==> config.mk <==
export PLATFORM = sky130hd
export DESIGN_NAME = cam_pixel_packer
export DESIGN_NICKNAME = d
export VERILOG_FILES = /design/src/rtl/cam_pixel_packer.sv
export SDC_FILE = /design/constraint.sdc
export NUM_CORES = 1
export LEC_CHECK = 0
export BUFFER_PORTS_ARGS = -buffer_cell sky130_fd_sc_hd__buf_4
export CAP_MARGIN = 20
export CORE_ASPECT_RATIO = 1.1
export CORE_UTILIZATION = 50
export CTS_BUF_LIST = sky130_fd_sc_hd__clkbuf_2
export DETAILED_ROUTE_END_ITERATION = 10
export PLACE_DENSITY = 0.7
export SYNTH_ARGS = -nofsm -noshare
export SYNTH_HDL_FRONTEND = slang
export SYNTH_SLANG_ARGS = --single-unit
==> constraint.sdc <==
create_clock -name clk -period 3.4 [get_ports clk]
set_input_delay 0.34 -clock clk [delete_from_list [all_inputs] [get_ports clk]]
set_output_delay 0.34 -clock clk [all_outputs]
set_load 0.05 [all_outputs]
==> src/rtl/cam_pixel_packer.sv <==
`timescale 1ns/1ps
`default_nettype none
// ============================================================================
// Module      : cam_pixel_packer
// Description : Samples an 8-bit camera bus in the clk domain, packs byte
//               pairs into 16-bit pixels tagged with an SRAM word address,
//               applies line/pixel decimation and buffers pixels in a FIFO
//               offered on a valid/ready interface.
// Revision    : 1.0 - initial release
// ============================================================================
module cam_pixel_packer #(
    parameter int          FIFO_DEPTH = 4,
    parameter int          LINE_SKIP  = 0,
    parameter int          PIX_SKIP   = 0,
    // Word address loaded at each frame start
    parameter logic [15:0] ADDR_INIT  = 16'h0000
) (
    input  logic        clk,
    input  logic        res,
    input  logic        pclk,
    input  logic        VSYNC,
    input  logic        HREF,
    input  logic [7:0]  cam_data,
    input  logic        enable,
    output logic        pix_valid,
    input  logic        pix_ready,
    output logic [15:0] pix_data,
    output logic [15:0] pix_addr,
    output logic        frame_done,
    output logic        overflow
);

    localparam int          AW          = $clog2(FIFO_DEPTH);
    localparam logic [AW:0] DEPTH_C     = (AW + 1)'(FIFO_DEPTH);
    localparam logic [15:0] LINE_RELOAD = 16'(LINE_SKIP);
    localparam logic [15:0] PIX_RELOAD  = 16'(PIX_SKIP);

    localparam logic [2:0] S_IDLE       = 3'd0;
    localparam logic [2:0] S_WAIT_FRAME = 3'd1;
    localparam logic [2:0] S_WAIT_LINE  = 3'd2;
    localparam logic [2:0] S_BYTE_HI    = 3'd3;
    localparam logic [2:0] S_BYTE_LO    = 3'd4;

    // ------------------------------------------------------------------
    // Camera bus synchronizers plus one history stage for edge detection
    // ------------------------------------------------------------------
    logic       pclk_s1_q, pclk_s2_q, pclk_prev_q;
    logic       vsync_s1_q, vsync_s2_q, vsync_prev_q;
    logic       href_s1_q, href_s2_q, href_prev_q;
    logic [7:0] data_s1_q, data_s2_q;

    // Two-flop synchronize every camera signal, keep previous value for edges
    always_ff @(posedge clk or negedge res) begin
        if (!res) begin
            pclk_s1_q    <= 1'b0;
            pclk_s2_q    <= 1'b0;
            pclk_prev_q  <= 1'b0;
            vsync_s1_q   <= 1'b0;
            vsync_s2_q   <= 1'b0;
            vsync_prev_q <= 1'b0;
            href_s1_q    <= 1'b0;
            href_s2_q    <= 1'b0;
            href_prev_q  <= 1'b0;
            data_s1_q    <= 8'h00;
            data_s2_q    <= 8'h00;
        end else begin
            pclk_s1_q    <= pclk;
            pclk_s2_q    <= pclk_s1_q;
            pclk_prev_q  <= pclk_s2_q;
            vsync_s1_q   <= VSYNC;
            vsync_s2_q   <= vsync_s1_q;
            vsync_prev_q <= vsync_s2_q;
            href_s1_q    <= HREF;
            href_s2_q    <= href_s1_q;
            href_prev_q  <= href_s2_q;
            data_s1_q    <= cam_data;
            data_s2_q    <= data_s1_q;
        end
    end

    logic pclk_rise, vsync_rise, vsync_fall, href_rise, href_fall;
    assign pclk_rise  =  pclk_s2_q  & ~pclk_prev_q;
    assign vsync_rise =  vsync_s2_q & ~vsync_prev_q;
    assign vsync_fall = ~vsync_s2_q &  vsync_prev_q;
    assign href_rise  =  href_s2_q  & ~href_prev_q;
    assign href_fall  = ~href_s2_q  &  href_prev_q;

    // ------------------------------------------------------------------
    // FIFO pointers / status
    // ------------------------------------------------------------------
    logic [31:0] mem_q [FIFO_DEPTH];
    logic [AW:0] wr_ptr_q, rd_ptr_q;
    logic [AW:0] fifo_count;
    logic        fifo_full, fifo_pop, can_push;
    logic [31:0] head_word;

    assign fifo_count = wr_ptr_q - rd_ptr_q;
    assign fifo_full  = (fifo_count == DEPTH_C);
    assign pix_valid  = (wr_ptr_q != rd_ptr_q);
    assign fifo_pop   = pix_valid & pix_ready;
    // A full FIFO still accepts a push when the head leaves in the same cycle
    assign can_push   = ~fifo_full | fifo_pop;
    assign head_word  = mem_q[rd_ptr_q[AW-1:0]];
    // Gate the head so outputs read zero while the FIFO is empty
    assign pix_data   = pix_valid ? head_word[31:16] : 16'h0000;
    assign pix_addr   = pix_valid ? head_word[15:0]  : 16'h0000;

    // ------------------------------------------------------------------
    // Capture FSM
    // ------------------------------------------------------------------
    logic [2:0]  state_q, state_d;
    logic [15:0] addr_q, addr_d;
    logic [15:0] line_cnt_q, line_cnt_d;
    logic [15:0] pix_cnt_q, pix_cnt_d;
    logic [7:0]  hi_q, hi_d;
    logic        overflow_q, overflow_d;
    logic        frame_done_q, frame_done_d;
    logic        push;
    logic [31:0] push_word;

    // Next-state logic: frame/line tracking, byte assembly and decimation
    always_comb begin
        state_d      = state_q;
        addr_d       = addr_q;
        line_cnt_d   = line_cnt_q;
        pix_cnt_d    = pix_cnt_q;
        hi_d         = hi_q;
        overflow_d   = overflow_q;
        frame_done_d = 1'b0;
        push         = 1'b0;
        push_word    = {hi_q, data_s2_q, addr_q};
        case (state_q)
            S_IDLE: begin
                if (enable) state_d = S_WAIT_FRAME;
            end
            S_WAIT_FRAME: begin
                if (vsync_fall) begin
                    state_d    = S_WAIT_LINE;
                    addr_d     = ADDR_INIT;
                    line_cnt_d = 16'h0000;
                    pix_cnt_d  = 16'h0000;
                    overflow_d = 1'b0;
                end
            end
            S_WAIT_LINE, S_BYTE_HI, S_BYTE_LO: begin
                if (vsync_rise) begin
                    // End of frame wins over any line activity
                    frame_done_d = 1'b1;
                    state_d      = enable ? S_WAIT_FRAME : S_IDLE;
                end else begin
                    case (state_q)
                        S_WAIT_LINE: begin
                            if (href_rise) begin
                                if (line_cnt_q == 16'h0000) begin
                                    state_d    = S_BYTE_HI;
                                    line_cnt_d = LINE_RELOAD;
                                    pix_cnt_d  = 16'h0000;
                                end else begin
                                    line_cnt_d = line_cnt_q - 16'd1;
                                end
                            end
                        end
                        S_BYTE_HI: begin
                            if (href_fall) begin
                                state_d = S_WAIT_LINE;
                            end else if (pclk_rise && href_s2_q) begin
                                hi_d    = data_s2_q;
                                state_d = S_BYTE_LO;
                            end
                        end
                        S_BYTE_LO: begin
                            if (href_fall) begin
                                // Half pixel is simply abandoned
                                state_d = S_WAIT_LINE;
                            end else if (pclk_rise && href_s2_q) begin
                                state_d = S_BYTE_HI;
                                if (pix_cnt_q == 16'h0000) begin
                                    pix_cnt_d = PIX_RELOAD;
                                    if (can_push) begin
                                        push   = 1'b1;
                                        addr_d = addr_q + 16'd1;
                                    end else begin
                                        overflow_d = 1'b1;
                                    end
                                end else begin
                                    pix_cnt_d = pix_cnt_q - 16'd1;
                                end
                            end
                        end
                        default: ;
                    endcase
                end
            end
            default: state_d = S_IDLE;
        endcase
    end

    // FSM and datapath registers
    always_ff @(posedge clk or negedge res) begin
        if (!res) begin
            state_q      <= S_IDLE;
            addr_q       <= 16'h0000;
            line_cnt_q   <= 16'h0000;
            pix_cnt_q    <= 16'h0000;
            hi_q         <= 8'h00;
            overflow_q   <= 1'b0;
            frame_done_q <= 1'b0;
        end else begin
            state_q      <= state_d;
            addr_q       <= addr_d;
            line_cnt_q   <= line_cnt_d;
            pix_cnt_q    <= pix_cnt_d;
            hi_q         <= hi_d;
            overflow_q   <= overflow_d;
            frame_done_q <= frame_done_d;
        end
    end

    assign frame_done = frame_done_q;
    assign overflow   = overflow_q;

    // FIFO pointer update
    always_ff @(posedge clk or negedge res) begin
        if (!res) begin
            wr_ptr_q <= '0;
            rd_ptr_q <= '0;
        end else begin
            if (push)     wr_ptr_q <= wr_ptr_q + 1'b1;
            if (fifo_pop) rd_ptr_q <= rd_ptr_q + 1'b1;
        end
    end

    // FIFO storage; contents are qualified by the pointers so no reset needed
    always_ff @(posedge clk) begin
        if (push) mem_q[wr_ptr_q[AW-1:0]] <= push_word;
    end

endmodule
`default_nettype wire

==> results.cfg, run 1 <==
[grt]
first_global_vias = 5816
grtUsageTotal = 0.191
grt_remaining_overflow = 0
antenna_found_initial = 1
maximum_number_of_pins_on_one_net_before_global_route_repair = 49
grt_pass1_wl_um = 29000

[die]
die-area_um2 = 19200
die_span_x_um = 132
ios = 50
fp.dieH_um = 145
coreArea_um2 = 18300
initial_core_util = 0.509
row_count = 52

[logic_synthesis]
synth_enable_flop_cells = 128
main_combinational_cell_family_by_area_after_synthesis = simple AND/OR/NAND/NOR gates
synth_area_per_cell_um2 = 14.4
synth-simple-area-share = 0.126
synth_sequential_area_ratio = 0.659
synth-main-ff-cell = edfxtp_1
syn_inst = 648
synth-adder-area-share = 0.0161
yosys.cell_types.count = 65
yosys_register_bits = 220
mappedNetlistNets = 675
asyncSetResetFlopFracSynth = 0.418
synth.area.mux_share = 0.0903
compound_gate_portion_of_the_synthesized_area = 0.0787
synthesis.area_um2 = 9330
yosysWarnings = 0
fraction_of_synthesized_cell_area_in_xor_and_xnor_cells = 0.00939

[finish]
flow.area_growth_from_synthesis_pct = 13.2
layout.filler_cells = 1513
layout.nets = 776
seqCellArea_um2 = 6150
layout.core_utilization = 0.576
multi_input_gate_area_um2 = 2990
layout_common_cells = edfxtp_1 (128), dfrtp_1 (91), clkbuf_2 (81)
commonest_non_fill_non_tap_cell_in_the_layout = edfxtp_1
share_of_layout_cells_above_drive_strength_1 = 0.260

[setup_path]
worst-setup-path-type = reg -> out
critical_path.max_stage_delay_ns = 0.60
series_of_cell_instances_along_the_critical_path = buf_4 > mux4_2 > and2_1 > buf_4
required_ns = 3.06
cp_slowest_cell = mux4_2
worst_setup_path_start_kind = flop
crit_path_max_fanout = 34
worst_path_most_repeated_cell = buf_4
setup.worst_path.end_class = output pin
timing.critical_path.arrival_ns = 2.71

[place]
preCtsSetupSlack_ns = 0.559
buffer_ports.inserted = 49
gp_congestion = 0.857
dp_hpwl_um = 10800

[power]
power.share.sequential = 0.406
power_report.internal_total_uw = 4860
ir_worst_vdd_mv = 0.463
post_layout_power_uw = 8010
share_clk_of_total_power = 0.202
power_leakage_uw = 0.00425
swShare = 0.394
cellPowerDensity_nw_per_um2 = 759
netSwitchingPower_uw = 3160
comb_power_share = 0.393

[routing]
final_antenna_net_count = 0
viasPerCell = 5.52
drt_first_pass_iters = 6
drt_iter0_drc = 352
drcViolationCount = 0
route.final.wire_length_um = 17400
route.vias.total = 5719
wire_per_inst_um = 16.8

[clock_tree]
maximum_count_of_clock_buffers_along_a_single_path = 3
cts_root_buffer = clkbuf_2
cts.clk_slew.worst_paths_ns = 0.12
clock_tree.htree_level_count = 2
cts_num_sinks = 220
clock_insertion_delay_worst_skew_ns = 0.81
cts_tree = yes
cts_buffers = 52
cts_resized = 0

[sta]
slew_worst_pin_ns = 0.947
finalCriticalPeriod_ns = 3.05
timing.final.crit_share = 0.896
worst_clock_skew_ns = 0.0460
setup_tns_ns = 0
worst_slack_ns = 0.354
setup_repair_after_global_routing_missed_its_margin = no
max_freq_ghz = 0.328
setup-violations-final = 0
max_slew_margin = 0.367
hold_fails_final_rpt = 0
timing_max_transition_violations_final = 0
fin_worst_hold_slack_ns = 0.0876

[job]
maxCapViolCount = 0

[run_status]
outcome = completed

[worst_hold_path]
hold_class = in -> async
==> flip-flops by register name, summed over array words and instances, names as in the netlist, 3 cells and up <==
signal,cells
pix_cnt_q,16
rd_ptr_q,3
state_q,3
hi_q,8
mem_q,128
addr_q,16
data_s2_q,8
line_cnt_q,16
wr_ptr_q,3
data_s1_q,8
==> through the flow <==
step / instance area, um^2 / std cells
2_1_floorplan: 9330 / 648
3_3_place_gp: 9940 / 924
3_5_place_dp: 9940 / 924
4_1_cts: 10600 / 1035
5_1_grt: 10600 / 1036
6_report: 10600 / 1036
==> routing by layer <==
layer,global-route usage,part of all wire,up-vias,wire (um)
li1,-,-,2727,-
met1,0.250,0.44,2833,7570
met2,0.312,0.50,136,8700
met3,0.0360,0.044,23,768
met4,0.0839,0.018,0,316
met5,0,0,-,0
==> cell type report <==
class | count | area share
antenna | 1 | 0.000237
clock buffer | 81 | 0.0384
clock inverter | 16 | 0.00652
inverter | 10 | 0.00355
multi-input combinational | 389 | 0.283
sequential | 220 | 0.582
tap | 243 | 0.0288
timing repair buffer | 76 | 0.0573
==> synthesized netlist by cell type (2+ instances only) <==
master / count / area (um^2)
buf_1: 5 / 18.8
buf_6: 3 / 33.8
nor2_1: 33 / 124
ha_1: 12 / 150
mux4_2: 32 / 721
o21a_1: 3 / 22.5
nor2b_1: 10 / 62.6
xnor2_1: 9 / 78.8
and3_2: 3 / 22.5
or2_2: 3 / 18.8
a21oi_1: 28 / 140
nor3_1: 11 / 55.1
nand3_1: 15 / 75.1
o31ai_1: 15 / 113
o211ai_1: 4 / 30.0
a31oi_1: 12 / 75.1
mux2i_1: 2 / 20.0
clkbuf_1: 17 / 63.8
mux2_2: 9 / 101
nor4_1: 8 / 50.1
o311ai_0: 2 / 17.5
inv_1: 10 / 37.5
nand2b_1: 4 / 25.0
and2_1: 40 / 250
a221o_1: 3 / 30.0
nand3b_1: 2 / 15.0
dfrtp_1: 92 / 2300
or3_1: 6 / 37.5
a21o_1: 2 / 15.0
nand2_1: 35 / 131
or2b_2: 2 / 17.5
o21bai_1: 2 / 15.0
nand4b_1: 2 / 17.5
clkbuf_8: 2 / 27.5
and3_1: 5 / 31.3
o41ai_1: 3 / 26.3
or4_1: 11 / 82.6
a2bb2oi_1: 2 / 17.5
o21ai_0: 32 / 160
nand4_1: 5 / 31.3
edfxtp_1: 128 / 3840
==> final timing paths <==
kind	from	endpoint	slack, ns	depth (start not counted)
max in group asynchronous	res	vsync_s1_q	2.50	3
min in group clk	cam_data[6]	data_s1_q[6]	0.18	2
min	res	pix_cnt_q[4]	0.09	2
max reg2reg	pix_cnt_q[11]	mem_q[2][7]	0.62	6
max	rd_ptr_q[0]	pix_addr[2]	0.35	4
min reg2reg	data_s1_q[0]	data_s2_q[0]	0.35	0
==> worst max-delay path, delay by kind of cell (launching register included) <==
| kind | cells | cell delay [ns] |
|---|---|---|
| buf+inv | 2 | 0.74 |
| mux | 1 | 0.60 |
| flops | 1 | 0.38 |
| simple gates | 1 | 0.18 |
==> power by group through the flow <==
| stage | sequential [uW] | clock [uW] | combinational, uW |
|---|---|---|---|
| floorplan | 3250 | 0 | 2460 |
| global placement | 3290 | 0 | 3130 |
| detailed placement | 3310 | 0 | 3170 |
| CTS | 3250 | 1680 | 3190 |
| global route | 3290 | 1830 | 3390 |
| finish | 3250 | 1610 | 3150 |
==> timing repair <==
action | 4_1_cts | 5_1_grt
endpoints found under the hold margin | 61 | 0
hold buffers | 14 | 0
buffers inserted | 0 | 0
==> logic make-up after synthesis <==
| kind of cell | after synthesis |
|---|---|
| compound gates | 116 |
| xor+xnor | 10 |
| fa+ha+maj | 12 |
| buf+inv | 39 |
| flops | 220 |
| mux | 43 |
| simple gates | 208 |
Note: power is estimated with default switching activity, not from simulation.
==> inputs of run 2 (changes only) <==
--- a/config.mk
+++ b/config.mk
@@ -10,8 +10,9 @@
 export CORE_ASPECT_RATIO = 1.1
 export CORE_UTILIZATION = 50
 export CTS_BUF_LIST = sky130_fd_sc_hd__clkbuf_2
+export CTS_CLUSTER_DIAMETER = 50
 export DETAILED_ROUTE_END_ITERATION = 10
-export PLACE_DENSITY = 0.7
+export PLACE_DENSITY = 0.64
 export SYNTH_ARGS = -nofsm -noshare
 export SYNTH_HDL_FRONTEND = slang
 export SYNTH_SLANG_ARGS = --single-unit
==> constraint.sdc (replaced) <==
create_clock -name clk -period 2.87 [get_ports clk]
set_input_delay 0.287 -clock clk [delete_from_list [all_inputs] [get_ports clk]]
set_output_delay 0.287 -clock clk [all_outputs]
set_load 0.05 [all_outputs]
==> run 2 against run 1 <==
  * Sequential cell count unchanged
  * Design area rose by 1.5%
  * Cell count grew 1.3%
  * Critical endpoint is now pix_data[5]
  * Combinational power up 24%
  * Via count is 2.2% higher
  * Register-to-register slack worse by 0.34 ns
  * Non-clock buffer count grew 7
  * Critical path depth unchanged
  * Clock skew grew 0.044 ns
  * First-iteration DRC count down 20%
  * Worst hold slack improved by 0.022 ns
  * Largest cell class unchanged
  * Critical path type unchanged
==> results.cfg, run 2 (synthesis results as in run 1) <==
[setup_path]
required_ns = 2.58
worst_setup_path_start_kind = flop
timing.critical_path.arrival_ns = 2.40
worst-setup-path-type = reg -> out
crit_path_max_fanout = 17
r2r_cells = 6
setup.worst_path.end_class = output pin

[die]
initial_core_util = 0.509
die-area_um2 = 19200
ios = 50
die_span_x_um = 132
row_count = 52
coreArea_um2 = 18300
fp.dieH_um = 145

[sta]
max_slew_margin = 0.356
worst_clock_skew_ns = 0.0900
max_freq_ghz = 0.372
timing.final.crit_share = 0.937
timing_max_transition_violations_final = 0
hold_fails_final_rpt = 0
slew_worst_pin_ns = 0.966
finalCriticalPeriod_ns = 2.69
setup-violations-final = 0
worst_slack_ns = 0.179

[clock_tree]
maximum_count_of_clock_buffers_along_a_single_path = 3
clock_tree.htree_level_count = 2
cts_num_sinks = 220
cts.clk_slew.worst_paths_ns = 0.12
clock_insertion_delay_worst_skew_ns = 0.83
cts_root_buffer = clkbuf_2
cts_tree = yes
cts_buffers = 55
number_of_setup_buffers_added_after_cts = 0

[power]
ir_worst_vdd_mv = 0.541
power_leakage_uw = 0.00434
cellPowerDensity_nw_per_um2 = 921
post_layout_power_uw = 9870

[grt]
grtUsageTotal = 0.200
grt_pass1_wl_um = 30400
antenna_found_initial = 1
grt_remaining_overflow = 0
first_global_vias = 6148
maximum_number_of_pins_on_one_net_before_global_route_repair = 74

[place]
preCtsSetupSlack_ns = 0.145
gp_congestion = 0.804
dp_hpwl_um = 10700
buffer_ports.inserted = 49

[finish]
share_of_layout_cells_above_drive_strength_1 = 0.275
layout.core_utilization = 0.584
commonest_non_fill_non_tap_cell_in_the_layout = edfxtp_1
flow.area_growth_from_synthesis_pct = 14.9
largest_register_ff_count = 128
layout.nets = 786
layout_common_cells = edfxtp_1 (128), dfrtp_1 (91), clkbuf_2 (83)

[routing]
wire_per_inst_um = 17.5
drt_iter0_drc = 281
drcViolationCount = 0
route.final.wire_length_um = 18400
route.vias.total = 5845
final_antenna_net_count = 0
viasPerCell = 5.57
drt_first_pass_iters = 5

[run_status]
outcome = completed

[job]
maxCapViolCount = 0

[worst_hold_path]
hold_class = in -> reg
worst_hold_path.num_cells = 2
run 2: repair_timing:
| item | 4_1_cts | 5_1_grt |
|---|---|---|
| hold endpoints to repair | 86 | 0 |
| gates resized for setup | 4 | 7 |
| endpoints found under the setup margin | 32 | 98 |
| hold buffers | 14 | 0 |
| cloned | 0 | 1 |
run 2: routing by layer:
layer	vias to the layer above	track usage	part of all wire
met5	-	0	0
met4	0	0.0678	0.0098
met3	16	0.0472	0.053
met2	150	0.332	0.50
met1	2928	0.261	0.44
li1	2751	-	-
run 2: report_power, final:
group | leakage (uW) | internal, uW | switching [uW]
clock network | 0.000399 | 869 | 1230
registers | 0.00243 | 3630 | 229
logic | 0.00151 | 1480 | 2440
run 2: worst paths after layout:
kind                               start       endpoint  slack [ns]
max                          rd_ptr_q[0]    pix_data[5]        0.18
min                          cam_data[2]   data_s1_q[2]        0.11
max reg2reg                line_cnt_q[8]  pix_cnt_q[11]        0.28
min reg2reg                    href_s1_q      href_s2_q        0.35
max in group asynchronous            res   data_s1_q[1]        1.92
min in group asynchronous            res        hi_q[2]        0.18
run 2: stage by stage:
stage	setup TNS (ns)	cell area, um^2	hold WS [ns]	std cells
after floorplan	0	9340	-0.00859	648
after global placement	0	9990	0.334	930
after detailed placement	0	9990	0.337	930
after CTS	0	10700	0.00786	1047
after global routing	-0.0190	10700	0.0161	1049
final	0	10700	0.110	1049
run 2: final cells by class:
| class | instances | area [um^2] |
|---|---|---|
| fillers | 1517 | 7620 |
| flip-flops and latches | 220 | 6150 |
| multi-input cells | 389 | 3000 |
| repair buffers | 83 | 707 |
| clock buffers | 83 | 415 |
| well taps | 243 | 304 |
| clock inverters | 20 | 109 |
| inverters | 10 | 37.5 |
| diodes | 1 | 2.50 |
run 2: worst max-delay path: stages, from the launching register on:
cell       delay [ns]
dfrtp_2          0.48
clkbuf_16        0.26
mux4_2           0.51
and2_1           0.18
buf_4            0.19
==> inputs of run 3 (changes only) <==
--- a/config.mk
+++ b/config.mk
@@ -8,11 +8,11 @@
 export BUFFER_PORTS_ARGS = -buffer_cell sky130_fd_sc_hd__buf_4
 export CAP_MARGIN = 20
 export CORE_ASPECT_RATIO = 1.1
-export CORE_UTILIZATION = 50
+export CORE_UTILIZATION = 60
 export CTS_BUF_LIST = sky130_fd_sc_hd__clkbuf_2
 export CTS_CLUSTER_DIAMETER = 50
 export DETAILED_ROUTE_END_ITERATION = 10
-export PLACE_DENSITY = 0.64
+export PLACE_DENSITY = 0.75
 export SYNTH_ARGS = -nofsm -noshare
 export SYNTH_HDL_FRONTEND = slang
 export SYNTH_SLANG_ARGS = --single-unit
==> run 3 against run 2 <==
  * Clock skew down 0.050 ns
  * Power up 0.76%
  * Non-clock buffer count up 1
  * Critical path type unchanged
  * First-iteration DRC count up 27%
==> results.cfg, run 3 (synthesis results as in run 1) <==
[setup_path]
r2r_cells = 7
setup.worst_path.end_class = output pin
cp_slowest_cell = dfrtp_2
critical_path.max_stage_delay_ns = 0.48
crit_path_max_fanout = 24
series_of_cell_instances_along_the_critical_path = ha_1 > nand3_4 > buf_12 > and2_1 > buf_4
worst-setup-path-type = reg -> out
timing.critical_path.arrival_ns = 2.43
worst_setup_path_start_kind = flop
r2r_setup_slack_ns = 0.17
regToRegEndpoint = mem_q[2][3]
required_ns = 2.58
timing.rr.start = wr_ptr_q[0]

[grt]
antenna_found_initial = 1
top_usage_layer = met2
grt_pass1_wl_um = 29400
m1_gr_usage = 0.296
maximum_number_of_pins_on_one_net_before_global_route_repair = 81
grt_util_met2 = 0.403
grtUsageTotal = 0.236
first_global_vias = 6075
grtUsageMet3 = 0.0483
grt_remaining_overflow = 0

[worst_hold_path]
hold_end = data_s1_q[5]
hold_class = in -> reg
holdCritStartpoint = cam_data[5]
worst_hold_path.num_cells = 2

[sta]
timing_max_transition_violations_final = 0
setup-violations-final = 0
max_slew_margin = 0.408
setup_tns_ns = 0
setup_repair_after_global_routing_missed_its_margin = yes
max_freq_ghz = 0.368
timing.final.crit_share = 0.946
hold_fails_final_rpt = 0
worst_slack_ns = 0.156
slew_worst_pin_ns = 0.888
worst_clock_skew_ns = 0.0396
finalCriticalPeriod_ns = 2.71

[routing]
route.vias.total = 5853
drt_iter0_drc = 356
drt_first_pass_iters = 5
drcViolationCount = 0
route.final.wire_length_um = 18100
final_antenna_net_count = 0
viasPerCell = 5.87
wire_per_inst_um = 18.1

[finish]
flow.area_growth_from_synthesis_pct = 14.8
commonest_non_fill_non_tap_cell_in_the_layout = edfxtp_1
layoutNonFillerInstCount = 997
layout.filler_cells = 1008
layout.nets = 784
largest_register_ff_count = 128
layout.core_utilization = 0.709
layout_common_cells = edfxtp_1 (128), dfrtp_1 (91), clkbuf_2 (84)
share_of_layout_cells_above_drive_strength_1 = 0.279

[place]
place.detailed.instances = 882
preCtsSetupSlack_ns = 0.160
buffer_ports.inserted = 49
gp_congestion = 0.843
dp_hpwl_um = 11000

[die]
row_count = 47
die-area_um2 = 16100
coreArea_um2 = 15100
ios = 50
die_span_x_um = 121
initial_core_util = 0.617
fp.dieH_um = 133

[clock_tree]
cts_num_sinks = 220
maximum_count_of_clock_buffers_along_a_single_path = 3
cts.clk_slew.worst_paths_ns = 0.11
cts_root_buffer = clkbuf_2
clock_tree.htree_level_count = 2
cts_tree = yes
number_of_setup_buffers_added_after_cts = 0
cts_buffers = 52
clock_insertion_delay_worst_skew_ns = 0.82

[job]
maxCapViolCount = 0

[power]
power_leakage_uw = 0.00436
ir_worst_vdd_mv = 0.586
cellPowerDensity_nw_per_um2 = 929

[run_status]
outcome = completed
[run 3: metal layers]
layer,vias up,part of all wire
li1,2736,-
met1,2935,0.41
met2,149,0.52
met3,33,0.044
met4,0,0.022
met5,-,0
[run 3: how the worst max path moves through the flow]
stage	startpoint	endpoint	slack, ns	depth (start not counted)
floorplan	rd_ptr_q[1]	mem_q[3][0]	0.06	10
global placement	pix_cnt_q[6]	addr_q[14]	0.30	7
detailed placement	wr_ptr_q[0]	mem_q[0][6]	0.16	7
CTS	rd_ptr_q[0]	pix_addr[9]	0.06	4
global route	wr_ptr_q[0]	mem_q[3][11]	-0.03	7
finish	rd_ptr_q[0]	pix_data[13]	0.16	5
[run 3: what timing repair did]
action,in CTS,in global routing
gates resized for setup,5,3
setup endpoints to repair,33,65
pin swaps,0,0
cloned,0,1
hold buffers,14,1
hold endpoints to repair,93,28
[run 3: worst max-delay path, delay by kind of cell, from the launching register on]
kind          cells  cell delay (ns)
fa+ha+maj         1             0.35
buf+inv           2             0.41
flops             1             0.48
simple gates      2             0.35
[run 3: cell type report]
cell class              count  area [um^2]  area share
diodes                      1         2.50    0.000234
multi-input cells         389         3020       0.282
well taps                 196          245      0.0229
repair buffers             84          731      0.0682
flip-flops and latches    220         6150       0.574
clock inverters            13          104     0.00970
clock buffers              84          420      0.0393
inverters                  10         37.5     0.00351
[run 3: report_power, final]
group          internal [uW]  leakage [uW]  switching [uW]  total [uW]
Sequential              3630       0.00243             228        3860
Combinational           1490       0.00153            2460        3950
Clock                    947      0.000399            1190        2140
[run 3: metrics by stage]
step | power (uW) | hold WS, ns | instance area [um^2]
2_1_floorplan | 6760 | -0.00859 | 9340
3_3_place_gp | 7660 | 0.333 | 9940
3_5_place_dp | 7750 | 0.336 | 9940
4_1_cts | 9950 | 0.0703 | 10600
5_1_grt | 10400 | 0.0880 | 10700
6_report | 9950 | 0.112 | 10700
